==> config.mk <==
export PLATFORM = sky130hd
export DESIGN_NAME = uart_receiver
export DESIGN_NICKNAME = d
export VERILOG_FILES = /design/src/rtl/uart_pkg.sv /design/src/rtl/uart_rx_sync.sv /design/src/rtl/uart_receiver.sv
export SDC_FILE = /design/constraint.sdc
export NUM_CORES = 1
export LEC_CHECK = 0
export CAP_MARGIN = 20
export CORE_UTILIZATION = 55
export CTS_CLUSTER_SIZE = 14
export DETAILED_ROUTE_END_ITERATION = 7
export PLACE_DENSITY_LB_ADDON = 0.2
export SETUP_SLACK_MARGIN = 0.15
export SKIP_LAST_GASP = 1
export SLEW_MARGIN = 20
export SYNTH_ARGS = -nofsm -noshare
export SYNTH_HDL_FRONTEND = slang
export SYNTH_SLANG_ARGS = --single-unit
==> constraint.sdc <==
create_clock -name clk -period 2.3 [get_ports clk]
set_clock_uncertainty 0.05 [all_clocks]
set_input_delay 0.46 -clock clk [delete_from_list [all_inputs] [get_ports clk]]
set_output_delay 0.46 -clock clk [all_outputs]
set_load 0.02 [all_outputs]
==> src/rtl/uart_pkg.sv <==
// Shared UART definitions: receiver FSM state encoding, parity modes and the
// parity helper also used by the transmitter.
package uart_pkg;

  typedef enum logic [2:0] {
    IDLE   = 3'd0,
    START  = 3'd1,
    DATA   = 3'd2,
    PARITY = 3'd3,
    STOP   = 3'd4
  } uart_state_t;

  localparam int NONE = 0;
  localparam int XOR  = 1;
  localparam int XNOR = 2;

  // Callers zero-extend their data word, so frames up to 32 data bits are supported.
  function automatic logic parity_bit(input logic [31:0] data, input int mode);
    logic p;
    p = ^data;
    if (mode == XNOR)
      p = ~p;
    else if (mode == NONE)
      p = 1'b0;
    return p;
  endfunction

endpackage

==> src/rtl/uart_rx_sync.sv <==
// Two-flop synchroniser for the asynchronous serial line; resets to the idle
// (high) level so the receiver does not see a false start bit out of reset.
module uart_rx_sync (
  input  logic clk,
  input  logic reset,
  input  logic din,
  output logic dout
);

  logic meta;

  always_ff @(posedge clk or posedge reset) begin
    if (reset) begin
      meta <= 1'b1;
      dout <= 1'b1;
    end else begin
      meta <= din;
      dout <= meta;
    end
  end

endmodule

==> src/rtl/uart_receiver.sv <==
// Oversampling UART receiver with a valid/ready output register and per-frame
// error flags. Optional break detection is enabled by UART_RX_BREAK_DET_EN.
module uart_receiver
  import uart_pkg::*;
#(
  parameter int DATA_BITS   = 8,
  parameter int OVERSAMPLE  = 16,
  parameter int PARITY_MODE = 1
) (
  input  logic                 clk,
  input  logic                 reset,
  input  logic                 rx_tick,
  input  logic                 rx_serial,
  output logic [DATA_BITS-1:0] rx_data,
  output logic                 rx_valid,
  input  logic                 rx_ready,
  output logic                 parity_err,
  output logic                 frame_err,
  output logic                 overrun_err,
`ifdef UART_RX_BREAK_DET_EN
  output logic                 break_det,
`endif
  output logic                 busy
);

  localparam int TW = $clog2(OVERSAMPLE);
  localparam int BW = (DATA_BITS > 1) ? $clog2(DATA_BITS) : 1;
  localparam logic [TW-1:0] TICK_MID = TW'(OVERSAMPLE / 2 - 1);
  localparam logic [TW-1:0] TICK_END = TW'(OVERSAMPLE - 1);
  localparam logic [BW-1:0] BIT_LAST = BW'(DATA_BITS - 1);

  uart_state_t state_reg, state_next;

  logic                 rxs;
  logic [TW-1:0]        tick_cnt_reg;
  logic [BW-1:0]        bit_cnt_reg;
  logic [DATA_BITS-1:0] shift_reg;
  logic                 perr_reg;

  logic mid_hit, end_hit, last_bit;
  logic tick_clr, shift_en, parity_en, frame_done;
  logic break_hold, deliver;

  uart_rx_sync u_sync (
    .clk   (clk),
    .reset (reset),
    .din   (rx_serial),
    .dout  (rxs)
  );

  assign mid_hit  = (tick_cnt_reg == TICK_MID);
  assign end_hit  = (tick_cnt_reg == TICK_END);
  assign last_bit = (bit_cnt_reg == BIT_LAST);

  always_ff @(posedge clk or posedge reset) begin
    if (reset)
      state_reg <= IDLE;
    else
      state_reg <= state_next;
  end

  always_comb begin
    state_next = state_reg;
    if (rx_tick) begin
      case (state_reg)
        IDLE:    if (!break_hold && !rxs) state_next = START;
        START:   if (mid_hit) state_next = rxs ? IDLE : DATA;
        DATA:    if (end_hit && last_bit) state_next = (PARITY_MODE == NONE) ? STOP : PARITY;
        PARITY:  if (end_hit) state_next = STOP;
        STOP:    if (end_hit) state_next = IDLE;
        default: state_next = IDLE;
      endcase
    end
  end

  always_comb begin
    busy       = (state_reg != IDLE);
    tick_clr   = (state_reg == IDLE) || (state_next != state_reg) || end_hit;
    shift_en   = rx_tick && (state_reg == DATA)   && end_hit;
    parity_en  = rx_tick && (state_reg == PARITY) && end_hit;
    frame_done = rx_tick && (state_reg == STOP)   && end_hit;
  end

  always_ff @(posedge clk or posedge reset) begin
    if (reset) begin
      tick_cnt_reg <= '0;
      bit_cnt_reg  <= '0;
      shift_reg    <= '0;
      perr_reg     <= 1'b0;
    end else if (rx_tick) begin
      tick_cnt_reg <= tick_clr ? '0 : tick_cnt_reg + 1'b1;
      if (state_reg != DATA)
        bit_cnt_reg <= '0;
      else if (shift_en)
        bit_cnt_reg <= bit_cnt_reg + 1'b1;
      // LSB arrives first, so shifting in at the top leaves it at bit 0.
      if (shift_en)
        shift_reg <= {rxs, shift_reg[DATA_BITS-1:1]};
      if (parity_en)
        perr_reg <= (rxs != parity_bit(32'(shift_reg), PARITY_MODE));
    end
  end

`ifdef UART_RX_BREAK_DET_EN
  logic par_zero_reg;
  logic break_frame;

  assign break_frame = (shift_reg == '0) && ((PARITY_MODE == NONE) || par_zero_reg) && !rxs;
  assign deliver     = !break_frame;
  assign break_hold  = break_det;

  always_ff @(posedge clk or posedge reset) begin
    if (reset) begin
      par_zero_reg <= 1'b0;
      break_det    <= 1'b0;
    end else begin
      if (parity_en)
        par_zero_reg <= !rxs;
      if (frame_done && break_frame)
        break_det <= 1'b1;
      else if (rx_tick && (state_reg == IDLE) && rxs)
        break_det <= 1'b0;
    end
  end
`else
  assign deliver    = 1'b1;
  assign break_hold = 1'b0;
`endif

  // A completed frame is dropped only when the previous one is still unaccepted.
  always_ff @(posedge clk or posedge reset) begin
    if (reset) begin
      rx_data     <= '0;
      rx_valid    <= 1'b0;
      parity_err  <= 1'b0;
      frame_err   <= 1'b0;
      overrun_err <= 1'b0;
    end else begin
      overrun_err <= 1'b0;
      if (frame_done && deliver) begin
        if (!rx_valid || rx_ready) begin
          rx_data    <= shift_reg;
          parity_err <= perr_reg;
          frame_err  <= !rxs;
          rx_valid   <= 1'b1;
        end else begin
          overrun_err <= 1'b1;
        end
      end else if (rx_valid && rx_ready) begin
        rx_valid <= 1'b0;
      end
    end
  end

endmodule

==> reports/results.tsv, run 1 <==
stage	metric	value	unit
power_and_ir_drop	p_per_area	819	nW/um2
route	num_vias	1069	
worst_setup_path	timing.rr.end	shift_reg[2]$_DFFE_PP0P_	
worst_setup_path	worst-setup-path-type	register to register	
power_and_ir_drop	p_int	1080	uW
sta	slew_headroom	67.6	%
route	viasPerCell	5.84	
floorplan	coreArea	2810	um2
flow_run	drv_cap	0	
hold_path	hold_path_startpoint	u_sync.meta$_DFF_PP1_	
floorplan	pin_count	18	
floorplan	die_height	56.7	um
synthesis	synthArstFlopShare	100	%
placement	placed_area	1820	um2
synthesis	yosysUniqueCellTypes	41	
clock_tree	clockBufferDepth	2	
clock_tree	clk_pin_slew	0.09	ns
sta	tightest_slew	0.479	ns
clock_tree	cts_tree	done	
layout	multi_input_area	728	um2
sta	tns	0	ns
synthesis	ys_warn_count	0	
worst_setup_path	critPathRequiredTime	2.46	ns
run_status	status	finished with violations	
power_and_ir_drop	comb_power_share	25.2	%
layout	area_delta_synth_final	16.1	%
sta	hold_violations	0	
run_status	violations	design-rule violations	
sta	slew_viol_final	0	
synthesis	synth.avg_cell_area	12.6	um2
sta	min_period	1.90	ns
hold_path	min_path_cells	0	
power_and_ir_drop	switchingPower	481	uW
layout	antenna_cells	0	
layout	final_net_count	159	
worst_setup_path	cp-start-kind	register	
placement	dpl.cell_count	175	
layout	fillers	212	
worst_setup_path	ff2ff_path_depth	4	
worst_setup_path	arrival	2.06	ns
worst_setup_path	timing.rr.start	tick_cnt_reg[0]$_DFFE_PP0P_	
synthesis	syn_nets	139	
floorplan	design.die.area	3210	um2
route	drcViolationCount	9	
layout	drive_above_1_share	26.3	%
worst_setup_path	worstPathMaxFanout	11	
hold_path	holdPathEnd	u_sync.dout$_DFF_PP1_	
synthesis	syn_area	1640	um2
layout	postLayoutCellArea	1910	um2
layout	final_cell_mix	29 x dfrtp_1, 16 x clkdlybuf4s50_1, 10 x mux2_2	
worst_setup_path	max_stage_delay	0.41	ns
placement	portBuffers	17	
sta	rsz0062_at_grt	false	
floorplan	fp.dieW	56.7	um
clock_tree	cts_hold_buf	0	
sta	finalSetupViolCount	0	
synthesis	ys_ff_latch	33	
power_and_ir_drop	power_frac_clock	28.7	%
clock_tree	numCtsBuffers	5	
synthesis	ys.flop_type	dfrtp_1	
synthesis	yosysSeqAreaShare	50.4	%
placement	routabilityCongestion	0.802	
layout	layout.cells.most_common	dfrtp_1	
sta	setup_slack	0.398	ns
clock_tree	post_cts_resized	2	
global_routing	grt_usage	21.0	%
worst_setup_path	ff2ff_setup_slack	0.40	ns
layout	layout.cells.non_filler	183	
clock_tree	clk_latency	0.32	ns
global_routing	antenna_found_initial	0	
clock_tree	cts-root-buf	clkbuf_4	
power_and_ir_drop	seq_power_share	46.2	%
route	drtIter0Drc	55	
placement	dp_hpwl	1.90	mm
clock_tree	cts_setup_buffers	0	
sta	max_freq	526	MHz
worst_setup_path	path_cells	ha_1, and3_1, and3_4, mux2_2	
route	antenna_left	0	
route	route.final.wire_length	2.75	mm
power_and_ir_drop	leakage	0.000908	uW
layout	utilization	68.0	%
global_routing	grt_pass1_vias	1101	
clock_tree	htreeDepth	2	
global_routing	grt_max_degree	34	
layout	regArea	831	um2
hold_path	hp-class	register to register	
global_routing	grt_pass1_wl	5.13	mm
floorplan	num_rows	19	
route	wl_per_cell	15.0	um
floorplan	initial_core_util	58.6	%
power_and_ir_drop	ir_drop	0.000527	V
route	dr.pass1.iters	6	
synthesis	synth-edff-count	0	
synthesis	syn_inst	131	
worst_setup_path	slowest_stage	dfrtp_1	
placement	place_ws	0.194	ns
sta	finalCritPeriodShare	82.7	%
worst_setup_path	end_kind	register	
power_and_ir_drop	p_sw_share	30.8	%
global_routing	grt_overflow	0	
clock_tree	cts.sinks	33	
[metrics by stage]
| stage | hold WS (ns) | power, uW |
|---|---|---|
| finish | 0.316 | 1560 |
| global route | 0.326 | 1670 |
| CTS | 0.318 | 1570 |
| detailed placement | 0.303 | 1120 |
| global placement | 0.296 | 1090 |
| floorplan | 0.295 | 1050 |
[cells in the mapped netlist, types with 2 or more instances]
master | count | share of area (%)
dfrtp_1 | 31 | 47
mux2_2 | 10 | 6.8
mux2_4 | 9 | 8.2
nand2_1 | 7 | 1.6
inv_1 | 6 | 1.4
xnor2_1 | 6 | 3.2
nand2b_1 | 5 | 1.9
buf_6 | 4 | 2.7
nand3_1 | 4 | 1.2
nor2_1 | 4 | 0.91
o21ai_0 | 4 | 1.2
a31oi_1 | 3 | 1.1
ha_1 | 3 | 2.3
o211ai_1 | 3 | 1.4
a22o_1 | 2 | 1.1
clkbuf_1 | 2 | 0.46
dfstp_2 | 2 | 3.2
nor3_1 | 2 | 0.61
o22ai_1 | 2 | 0.76
[routing by layer]
layer,vias up,GRT usage (%),wire [um]
met4,0,10.0,51
met1,525,30.7,1250
met5,-,0,0
met3,7,5.07,140
met2,34,29.1,1310
li1,503,-,-
[power groups by stage]
stage,combinational [uW],sequential [uW],clock (uW)
5_1_grt,446,734,488
3_5_place_dp,389,729,0
3_3_place_gp,375,720,0
4_1_cts,390,720,458
6_report,393,721,448
2_1_floorplan,353,692,0
[worst max-delay path by stage]
stage,slack (ns),end,cells after the start,from
after floorplan,0.61,shift_reg[7]$_DFFE_PP0P_,6,tick_cnt_reg[0]$_DFFE_PP0P_
after global placement,0.24,tick_cnt_reg[2]$_DFFE_PP0P_,5,rx_tick
after detailed placement,0.19,tick_cnt_reg[3]$_DFFE_PP0P_,5,rx_tick
after CTS,0.20,busy,3,state_reg[1]$_DFF_PP0_
after global routing,0.28,rx_data[0]$_DFFE_PP0P_,4,tick_cnt_reg[0]$_DFFE_PP0P_
final,0.40,shift_reg[2]$_DFFE_PP0P_,4,tick_cnt_reg[0]$_DFFE_PP0P_
[critical path: cells and delay by family, from the launching register on]
| family | cells | cell delay, ns |
|---|---|---|
| flip-flops | 1 | 0.41 |
| multiplexers | 1 | 0.36 |
| AND/OR/NAND/NOR | 2 | 0.72 |
| adder cells (fa/ha/maj) | 1 | 0.26 |
[area by class of cell]
type                       count  share of cell area, %
inverter                       6                   1.18
clock inverter                 1                   1.57
multi-input combinational     84                   38.2
clock buffer                   7                   2.89
timing repair buffer          21                   10.6
sequential                    33                   43.5
tap                           31                   2.03
[kinds of logic (layout without fill, tap and decap cells)]
group                      Yosys count  in the layout  share of synthesized area [%]
xor gates and xnor gates             8              8                           5.10
buffers and inverters               14             35                           5.33
adders and majority gates            3              3                           2.28
and+or+nand+nor                     32             32                           12.2
AOI/OAI and AO/OA                   22             22                           9.66
DFF                                 33             33                           50.4
muxes                               19             19                           15.1
(Power assumes the default switching activity.)
==> run 2, diff against run 1 <==
Clock period 2.3 ns to 1.9 ns, I/O delays scaled along.
==> run 2 against run 1 <==
  * The run still ends with design-rule violations left
  * Worst hold slack got worse by 0.0059 ns
  * Core utilization rose by 1.8 points
  * Cell area grew 2.7%
  * First-iteration DRC count down 38%
  * Combinational power is 48% higher
  * Non-clock buffer count up 6
  * Cell count increased by 3.3%
  * Sequential power is 18% higher
  * Clock power down 16%
  * Critical path type is now register to primary output
  * Critical endpoint is now busy
==> reports/results.tsv, run 2 (synthesis gave the netlist of run 1 again) <==
stage	metric	value	unit	change
global_routing	grt_overflow	0		unchanged
sta	hold_violations	0		unchanged
clock_tree	cts_tree	done		unchanged
hold_path	hp-class	register to register		unchanged
clock_tree	cts_hold_buf	0		unchanged
worst_setup_path	cp-start-kind	register		unchanged
sta	tightest_slew	0.411	ns	was 0.479 ns
route	antenna_left	0		unchanged
run_status	violations	design-rule violations		unchanged
route	route.final.wire_length	2.84	mm	was 2.75 mm
sta	max_freq	580	MHz	
route	wl_per_cell	15.0	um	about the same
sta	slew_viol_final	0		unchanged
route	num_vias	1108		was 1069
route	highest_layer	met4		unchanged
worst_setup_path	arrival	1.30	ns	was 2.06 ns
sta	slew_headroom	72.3	%	was 67.6%
layout	antenna_cells	0		unchanged
global_routing	grt_pass1_wl	4.80	mm	was 5.13 mm
floorplan	initial_core_util	58.6	%	unchanged
layout	drive_above_1_share	31.6	%	was 26.3%
global_routing	grt_pass1_vias	1105		was 1101
clock_tree	htreeDepth	2		unchanged
sta	finalSetupViolCount	0		unchanged
sta	rsz0062_at_grt	true		was false
layout	multi_input_area	752	um2	was 728 um2
clock_tree	clk_pin_slew	0.12	ns	was 0.09 ns
global_routing	grt_usage	19.7	%	was 21.0%
route	drcViolationCount	8		was 9
floorplan	pin_count	18		unchanged
clock_tree	numCtsBuffers	5		unchanged
route	met2_length	1.40	mm	was 1.31 mm
power_and_ir_drop	ir_drop	0.000647	V	was 0.000527 V
floorplan	die_height	56.7	um	unchanged
power_and_ir_drop	leakage	0.00109	uW	was 0.000908 uW
floorplan	design.die.area	3210	um2	unchanged
layout	final_cell_mix	31 x dfrtp_1, 10 x mux2_2, 10 x buf_4		was 29 x dfrtp_1, 16 x clkdlybuf4s50_1, 10 x mux2_2
worst_setup_path	critPathRequiredTime	1.47	ns	was 2.46 ns
layout	layout.cells.most_common	dfrtp_1		unchanged
layout	regArea	828	um2	was 831 um2
sta	holdWs	0.311	ns	was 0.316 ns
clock_tree	cts.sinks	33		unchanged
floorplan	coreArea	2810	um2	unchanged
placement	dpl.cell_count	179		was 175
global_routing	grt_max_degree	34		unchanged
route	met1_length	1.27	mm	was 1.25 mm
route	drtIter0Drc	34		was 55
layout	fillers	207		was 212
layout	area_delta_synth_final	19.2	%	was 16.1%
sta	min_period	1.73	ns	
placement	portBuffers	17		unchanged
sta	finalCritPeriodShare	90.8	%	
worst_setup_path	worst-setup-path-type	register to primary output		was register to register
clock_tree	cts-root-buf	clkbuf_4		unchanged
flow_run	drv_cap	0		unchanged
route	viasPerCell	5.86		was 5.84
layout	layout.cells.non_filler	189		was 183
floorplan	num_rows	19		unchanged
layout	final_net_count	165		was 159
clock_tree	clk_latency	0.32	ns	about the same
route	wl_met3	162	um	was 140 um
floorplan	fp.dieW	56.7	um	unchanged
route	dr.pass1.iters	6		unchanged
worst_setup_path	worstPathMaxFanout	5		was 11
global_routing	antenna_found_initial	0		unchanged
clock_tree	clockBufferDepth	2		unchanged
placement	routabilityCongestion	0.824		was 0.802
worst_setup_path	end_kind	primary output		was register
run_status	status	finished with violations		unchanged
power_and_ir_drop	p_per_area	925	nW/um2	was 819 nW/um2
sta	tns	0	ns	unchanged
placement	dp_hpwl	2.00	mm	was 1.90 mm
run 2: cell types whose count changed in the layout (fill, tap and decap cells not counted), moves of 2 or more:
cell             previous run  this run
clkdlybuf4s50_1            16         7
dlymetal6s2s_1              1         8
buf_4                       4        10
clkinv_2                    0         2
dfrtp_1                    29        31
dfrtp_2                     2         0
dlygate4sd2_1               0         2
run 2: worst paths after layout:
check	from	endpoint	slack, ns	cells past startpoint
max in group asynchronous	reset	u_sync.dout$_DFF_PP1_	1.08	3
setup reg to reg	tick_cnt_reg[0]$_DFFE_PP0P_	shift_reg[3]$_DFFE_PP0P_	0.18	4
min in group asynchronous	reset	tick_cnt_reg[2]$_DFFE_PP0P_	0.37	3
hold / removal	u_sync.meta$_DFF_PP1_	u_sync.dout$_DFF_PP1_	0.31	0
setup / recovery	state_reg[1]$_DFF_PP0_	busy	0.17	3
hold reg to reg	u_sync.meta$_DFF_PP1_	u_sync.dout$_DFF_PP1_	0.31	0
run 2: layout make-up:
type                            count  share of cell area, %
Clock buffer                        5                   1.92
Clock inverter                      3                  0.894
Inverter                            6                   1.15
Multi-Input combinational cell     84                   38.4
Sequential cell                    33                   42.3
Tap cell                           31                   1.98
Timing Repair Buffer               27                   13.4
run 2: where the power goes:
group          total [uW]  internal [uW]  leakage (uW)  switching, uW
Combinational         582            276      0.000617            306
Sequential            852            775      0.000439           77.1
Clock                 377            140     0.0000310            238
Total                1810           1190       0.00109            621
run 2: timing repair:
item / CTS / global route
setup endpoints to repair: 22 / 30
hold endpoints to repair: 0 / 0
pin swaps: 0 / 5
gates resized for setup: 4 / 11
setup buffers: 0 / 2
run 2: worst max-delay path, cell delays in order, from the launching register on:
cell	delay, ns
dfrtp_1	0.45
nor2_2	0.14
nand2_1	0.06
dlygate4sd2_1	0.32
run 2: routing by layer:
layer  global-route usage, %  up-vias
met5                       0        -
met4                    5.36        0
met1                    26.3      556
met3                    5.07        2
li1                        -      517
met2                    32.0       33
run 2: stage by stage:
stage	setup slack [ns]	instance area (um2)	util, %	power [uW]
final	0.175	1960	69.8	1810
after global routing	0.102	1960	69.8	1920
after global placement	0.0218	1850	65.9	1360
after floorplan	0.213	1640	-	1270
after detailed placement	0.000245	1850	65.9	1380
after CTS	0.154	1910	68.1	1760
==> patch 1 (settings of run 2) <==
Put one more register stage on the output `parity_err`, without a reset. The value now appears one clock later. The other outputs are not delayed to match.
--- a/src/rtl/uart_receiver.sv
+++ b/src/rtl/uart_receiver.sv
@@ -29,4 +29,6 @@
   localparam logic [TW-1:0] TICK_END = TW'(OVERSAMPLE - 1);
   localparam logic [BW-1:0] BIT_LAST = BW'(DATA_BITS - 1);
+
+  logic parity_err_s0;
 
   uart_state_t state_reg, state_next;
@@ -133,5 +135,5 @@
       rx_data     <= '0;
       rx_valid    <= 1'b0;
-      parity_err  <= 1'b0;
+      parity_err_s0 <= 1'b0;
       frame_err   <= 1'b0;
       overrun_err <= 1'b0;
@@ -141,5 +143,5 @@
         if (!rx_valid || rx_ready) begin
           rx_data    <= shift_reg;
-          parity_err <= perr_reg;
+          parity_err_s0 <= perr_reg;
           frame_err  <= !rxs;
           rx_valid   <= 1'b1;
@@ -153,4 +155,8 @@
   end
 
+  always_ff @(posedge clk) begin
+    parity_err <= parity_err_s0;
+  end
+
 endmodule
 
Check against the original RTL: no difference found for any inputs over 10 cycles, from zero or initial values and one cycle with reset high; that may be too few to reach the edited logic, so the function may still have changed.
==> patch 1 against run 2 <==
The run still ends with DRC left; core utilization grew 2.6 points; final area rose by 3.8%; first-iteration DRC count down 26%; sequential share of layout area decreased by 0.49 points; combinational power up 13%; routed wire length increased by 4.8%; via count decreased by 2.2%; worst setup slack improved by 0.024 ns; area after synthesis rose by 1.2%; maximum frequency is 1.4% higher; total power is 16% higher; sequential cell count rose by 1; critical path type unchanged; largest cell class unchanged; largest power group unchanged.
==> patch 1: results (changes against run 2) <==
crit_slowest_cell: "clkdlybuf4s50_1"
synthArstFlopShare_pct: 97.1  # -2.9 points
synth_fp_nets: 140  # +0.72%
gp_congestion: 0.849  # +3.0%
worstReg2RegEnd: "rx_data[3]$_DFFE_PP0P_"
peakVddDrop_mv: 1.03  # +59%
grt_use_total_pct: 20.5  # +0.83 points
grt_pass1_vias: 1078  # -2.4%
ys_seq_area_share_pct: 51.0  # +0.60 points
wl_per_cell_um: 15.3  # +1.6%
yosysUniqueCellTypes: 42  # +2.4%
dr.first_iter.drc_count: 25  # -26%
critPathArrivalTime_ns: 1.27  # -0.03 ns
vias_per_cell: 5.56  # -5.2%
clkLatencyLatePin_ns: 0.35  # +0.03 ns
hpwl_mm: 1.99  # -0.34%
violations: "DRC"
synthTopCellsByArea: "dfrtp_1 (47%), mux2_4 (8.1%), mux2_2 (6.8%)"
drt_first_pass_iters: 6  # unchanged
cp_max_fo: 1  # -4
grt_antenna_before_repair: 0  # unchanged
clk_pin_slew_ns: 0.10  # -0.02 ns
hp-class: "flip-flop to flip-flop"
relSlewSlack_pct: 73.3  # +0.98 points
status: "finished, violations left"
drc: 4  # -4
leakage_nw: 1.06  # -2.6%
drive_above_1_share_pct: 34.8  # +3.1 points
drtAntennaViolNets: 0  # unchanged
nNetsFinal: 171  # +3.6%
crit_family: "buffers and inverters"
worst_path_largest_cell_delay_ns: 0.59  # +0.14 ns
regToRegSetupSlack_ns: 0.21  # +0.03 ns
grt_pass1_wl_mm: 4.93  # +2.9%
[patch 1: cell count changes after synthesis]
| cell | delta |
|---|---|
| dfxtp_1 | +1 |
[patch 1: repair_timing]
action,CTS,global route
cloned,0,1
pin swaps,0,5
buffers inserted,0,5
endpoints found under the setup margin,27,22
gates resized for setup,12,10
[patch 1: area by class of cell]
class | count | area [um^2]
clock buffers | 7 | 55.1
clock inverters | 1 | 30.0
fillers | 194 | 772
inverters | 6 | 22.5
multi-input cells | 85 | 768
flip-flops and latches | 34 | 850
well taps | 31 | 38.8
repair buffers | 31 | 269
[patch 1: logic make-up (layout without fill, tap and decap cells)]
logic type / after synthesis / in the layout / synth area share [%]
multiplexers: 19 / 19 / 14.9
adder cells (fa/ha/maj): 3 / 3 / 2.26
XOR/XNOR: 8 / 8 / 5.04
AND/OR/NAND/NOR: 32 / 33 / 12.0
buffers and inverters: 14 / 45 / 5.26
flip-flops: 34 / 34 / 51.0
AO/OA/AOI/OAI: 22 / 22 / 9.55
[patch 1: through the flow]
step | worst slack [ns] | area, um^2 | hold slack [ns] | TNS, ns | instances
after CTS | 0.104 | 1950 | 0.316 | 0 | 189
after global placement | 0.0617 | 1880 | 0.298 | 0 | 181
final | 0.199 | 2030 | 0.313 | 0 | 195
after detailed placement | -0.0127 | 1880 | 0.301 | -0.0127 | 181
after global routing | 0.124 | 2030 | 0.318 | 0 | 195
after floorplan | 0.213 | 1660 | 0.295 | 0 | 132
[patch 1: worst max path at each step]
stage | end | depth (start not counted) | slack [ns] | from
CTS | busy | 3 | 0.10 | state_reg[1]$_DFF_PP0_
finish | overrun_err | 1 | 0.20 | overrun_err$_DFF_PP0_
global placement | rx_data[1]$_DFFE_PP0P_ | 4 | 0.06 | rx_tick
floorplan | shift_reg[7]$_DFFE_PP0P_ | 6 | 0.21 | tick_cnt_reg[0]$_DFFE_PP0P_
detailed placement | tick_cnt_reg[1]$_DFFE_PP0P_ | 5 | -0.01 | rx_tick
global route | tick_cnt_reg[1]$_DFFE_PP0P_ | 6 | 0.12 | tick_cnt_reg[0]$_DFFE_PP0P_
[patch 1: routing by layer]
metal	vias to the layer above	wire length [um]	part of all wire, %	GRT usage, %
li1	526	-	-	-
met1	523	1390	47	27.6
met2	26	1340	45	29.9
met3	9	159	5.3	5.67
met4	0	77	2.6	12.2
met5	-	0	0	0
[patch 1: power by group]
group          leakage, nW  internal [mW]  switching (mW)  total [mW]
registers            0.445          0.798          0.0814       0.879
logic                0.567          0.325           0.332       0.656
clock network       0.0455          0.314           0.248       0.562
total                 1.06           1.44           0.661        2.10
==> patch 2 (settings of run 2) <==
Without the edit above. The parameter `DATA_BITS` goes from 8 to 16.
--- a/src/rtl/uart_receiver.sv
+++ b/src/rtl/uart_receiver.sv
@@ -4,5 +4,5 @@
   import uart_pkg::*;
 #(
-  parameter int DATA_BITS   = 8,
+  parameter int DATA_BITS   = 16,
   parameter int OVERSAMPLE  = 16,
   parameter int PARITY_MODE = 1
Interface: changed (resized rx_data); port bits go from 18 to 26. The function was not compared with the original's and may differ.
==> patch 2 against run 2 <==
Routed wire length rose by 79%; area after synthesis rose by 41%; final area rose by 65%; sequential cell count rose by 17; first-iteration DRC count rose to 3.9 times the old value; total power rose by 16%; maximum frequency fell by 8.9%; worst setup slack got worse by 0.17 ns; core utilization rose by 10 points; clock power rose by 63%; critical path type is now flip-flop to flip-flop.
==> patch 2: results (changes against run 2) <==
met2_usage_pct: 35.9  # +3.9 points
post-place-ws_ns: -0.201  # -0.201 ns
gp_congestion: 0.798  # -3.1%
ys_seq_area_share_pct: 54.0  # +3.6 points
num_vias: 1619  # +46%
relSlewSlack_pct: 81.9  # +9.6 points
gr-usage-met1_pct: 30.5  # +4.2 points
hpwl_mm: 2.75  # +37%
htreeDepth: 2  # unchanged
cp_max_fo: 9  # +4
grt_use_total_pct: 22.6  # +2.9 points
grt_pass1_wl_mm: 7.38  # +54%
grt_max_degree: 51  # +50%
clk_pin_slew_ns: 0.09  # -0.03 ns
netlist_instances: 178  # +36%
met3_usage_pct: 4.62  # -0.45 points
clkLatencyLatePin_ns: 0.30  # -0.02 ns
cts_buffers: 5  # unchanged
grt_pass1_vias: 1543  # +40%
peakVddDrop_mv: 0.517  # -20%
synth_fp_nets: 185  # +33%
critPathArrivalTime_ns: 2.04  # +0.74 ns
drive_above_1_share_pct: 41.4  # +9.8 points
drt_first_pass_iters: 4  # -2
synthTopCellsByCount: "dfrtp_1 (48), mux2_2 (23), nand2_1 (13)"
root_buffer: "clkbuf_8"
routed_wl_mm: 5.09  # +79%
diodes: 0  # unchanged
portBuffers: 25  # +8
fillCellCount: 219  # +5.8%
leakage_nw: 1.51  # +39%
yosysUniqueCellTypes: 43  # +4.9%
synthTopCellsByArea: "dfrtp_1 (52%), mux2_2 (11%), mux2_4 (4.5%)"
yosysWarnings: 0  # unchanged
grt_antenna_before_repair: 0  # unchanged
status: "completed"
max-clock-path-buffers: 2  # unchanged
hp-class: "flip-flop to flip-flop"
place_inst: 260  # +45%
synthArstFlopShare_pct: 100  # unchanged
layout.cells.non_filler: 289  # +53%
placed_area_mm2: 0.00272  # +47%
nNetsFinal: 245  # +48%
dr.first_iter.drc_count: 131  # +290%
-- patch 2: path summary, 6_finish.rpt --
check / startpoint / endpoint / slack (ns) / depth (start not counted)
setup / recovery: tick_cnt_reg[1]$_DFFE_PP0P_ / rx_data[6]$_DFFE_PP0P_ / 0.007 / 7
hold / removal: u_sync.meta$_DFF_PP1_ / u_sync.dout$_DFF_PP1_ / 0.32 / 0
setup reg to reg: tick_cnt_reg[1]$_DFFE_PP0P_ / rx_data[6]$_DFFE_PP0P_ / 0.007 / 7
hold reg to reg: u_sync.meta$_DFF_PP1_ / u_sync.dout$_DFF_PP1_ / 0.32 / 0
max in group asynchronous: reset / u_sync.dout$_DFF_PP1_ / 1.14 / 3
min in group asynchronous: reset / overrun_err$_DFF_PP0_ / 0.38 / 3
-- patch 2: cell families after synthesis --
| logic type | after synthesis | share of synthesized area [%] |
|---|---|---|
| buffers and inverters | 11 | 3.34 |
| flip-flops | 50 | 54.0 |
| adder cells (fa/ha/maj) | 2 | 1.08 |
| multiplexers | 35 | 18.0 |
| AND/OR/NAND/NOR | 39 | 9.97 |
| XOR/XNOR | 15 | 6.25 |
| AO/OA/AOI/OAI | 26 | 7.33 |
-- patch 2: timing repair --
action / 4_1_cts / 5_1_grt
buffers inserted: 9 / 8
pin swaps: 5 / 8
endpoints found under the setup margin: 26 / 45
gates cloned: 2 / 2
resized for setup: 10 / 47
-- patch 2: routing by layer --
| layer | up-vias | part of all wire [%] |
|---|---|---|
| met5 | - | 0 |
| met1 | 840 | 46 |
| met3 | 6 | 2.2 |
| met4 | 0 | 1.3 |
| li1 | 745 | - |
| met2 | 28 | 50 |
-- patch 2: layout make-up --
class / count / area (um^2) / area share [%]
well taps: 50 / 62.6 / 1.94
flip-flops and latches: 50 / 1260 / 38.9
clock inverters: 2 / 13.8 / 0.426
multi-input cells: 117 / 1150 / 35.5
inverters: 3 / 11.3 / 0.348
clock buffers: 6 / 72.6 / 2.25
repair buffers: 61 / 666 / 20.6
-- patch 2: report_power, final --
part | total [mW] | internal (mW) | leakage, nW | switching, mW
registers | 1.15 | 1.11 | 0.677 | 0.0465
logic | 0.337 | 0.167 | 0.789 | 0.170
clock network | 0.615 | 0.260 | 0.0452 | 0.355
total | 2.10 | 1.53 | 1.51 | 0.571
-- patch 2: worst max-delay path, stage by stage, from the launching register on --
cell     delay [ns]
dfrtp_1        0.37
ha_2           0.19
and3_4         0.19
nand4_1        0.20
nor2b_4        0.20
buf_6          0.13
buf_16         0.12
mux2_2         0.33
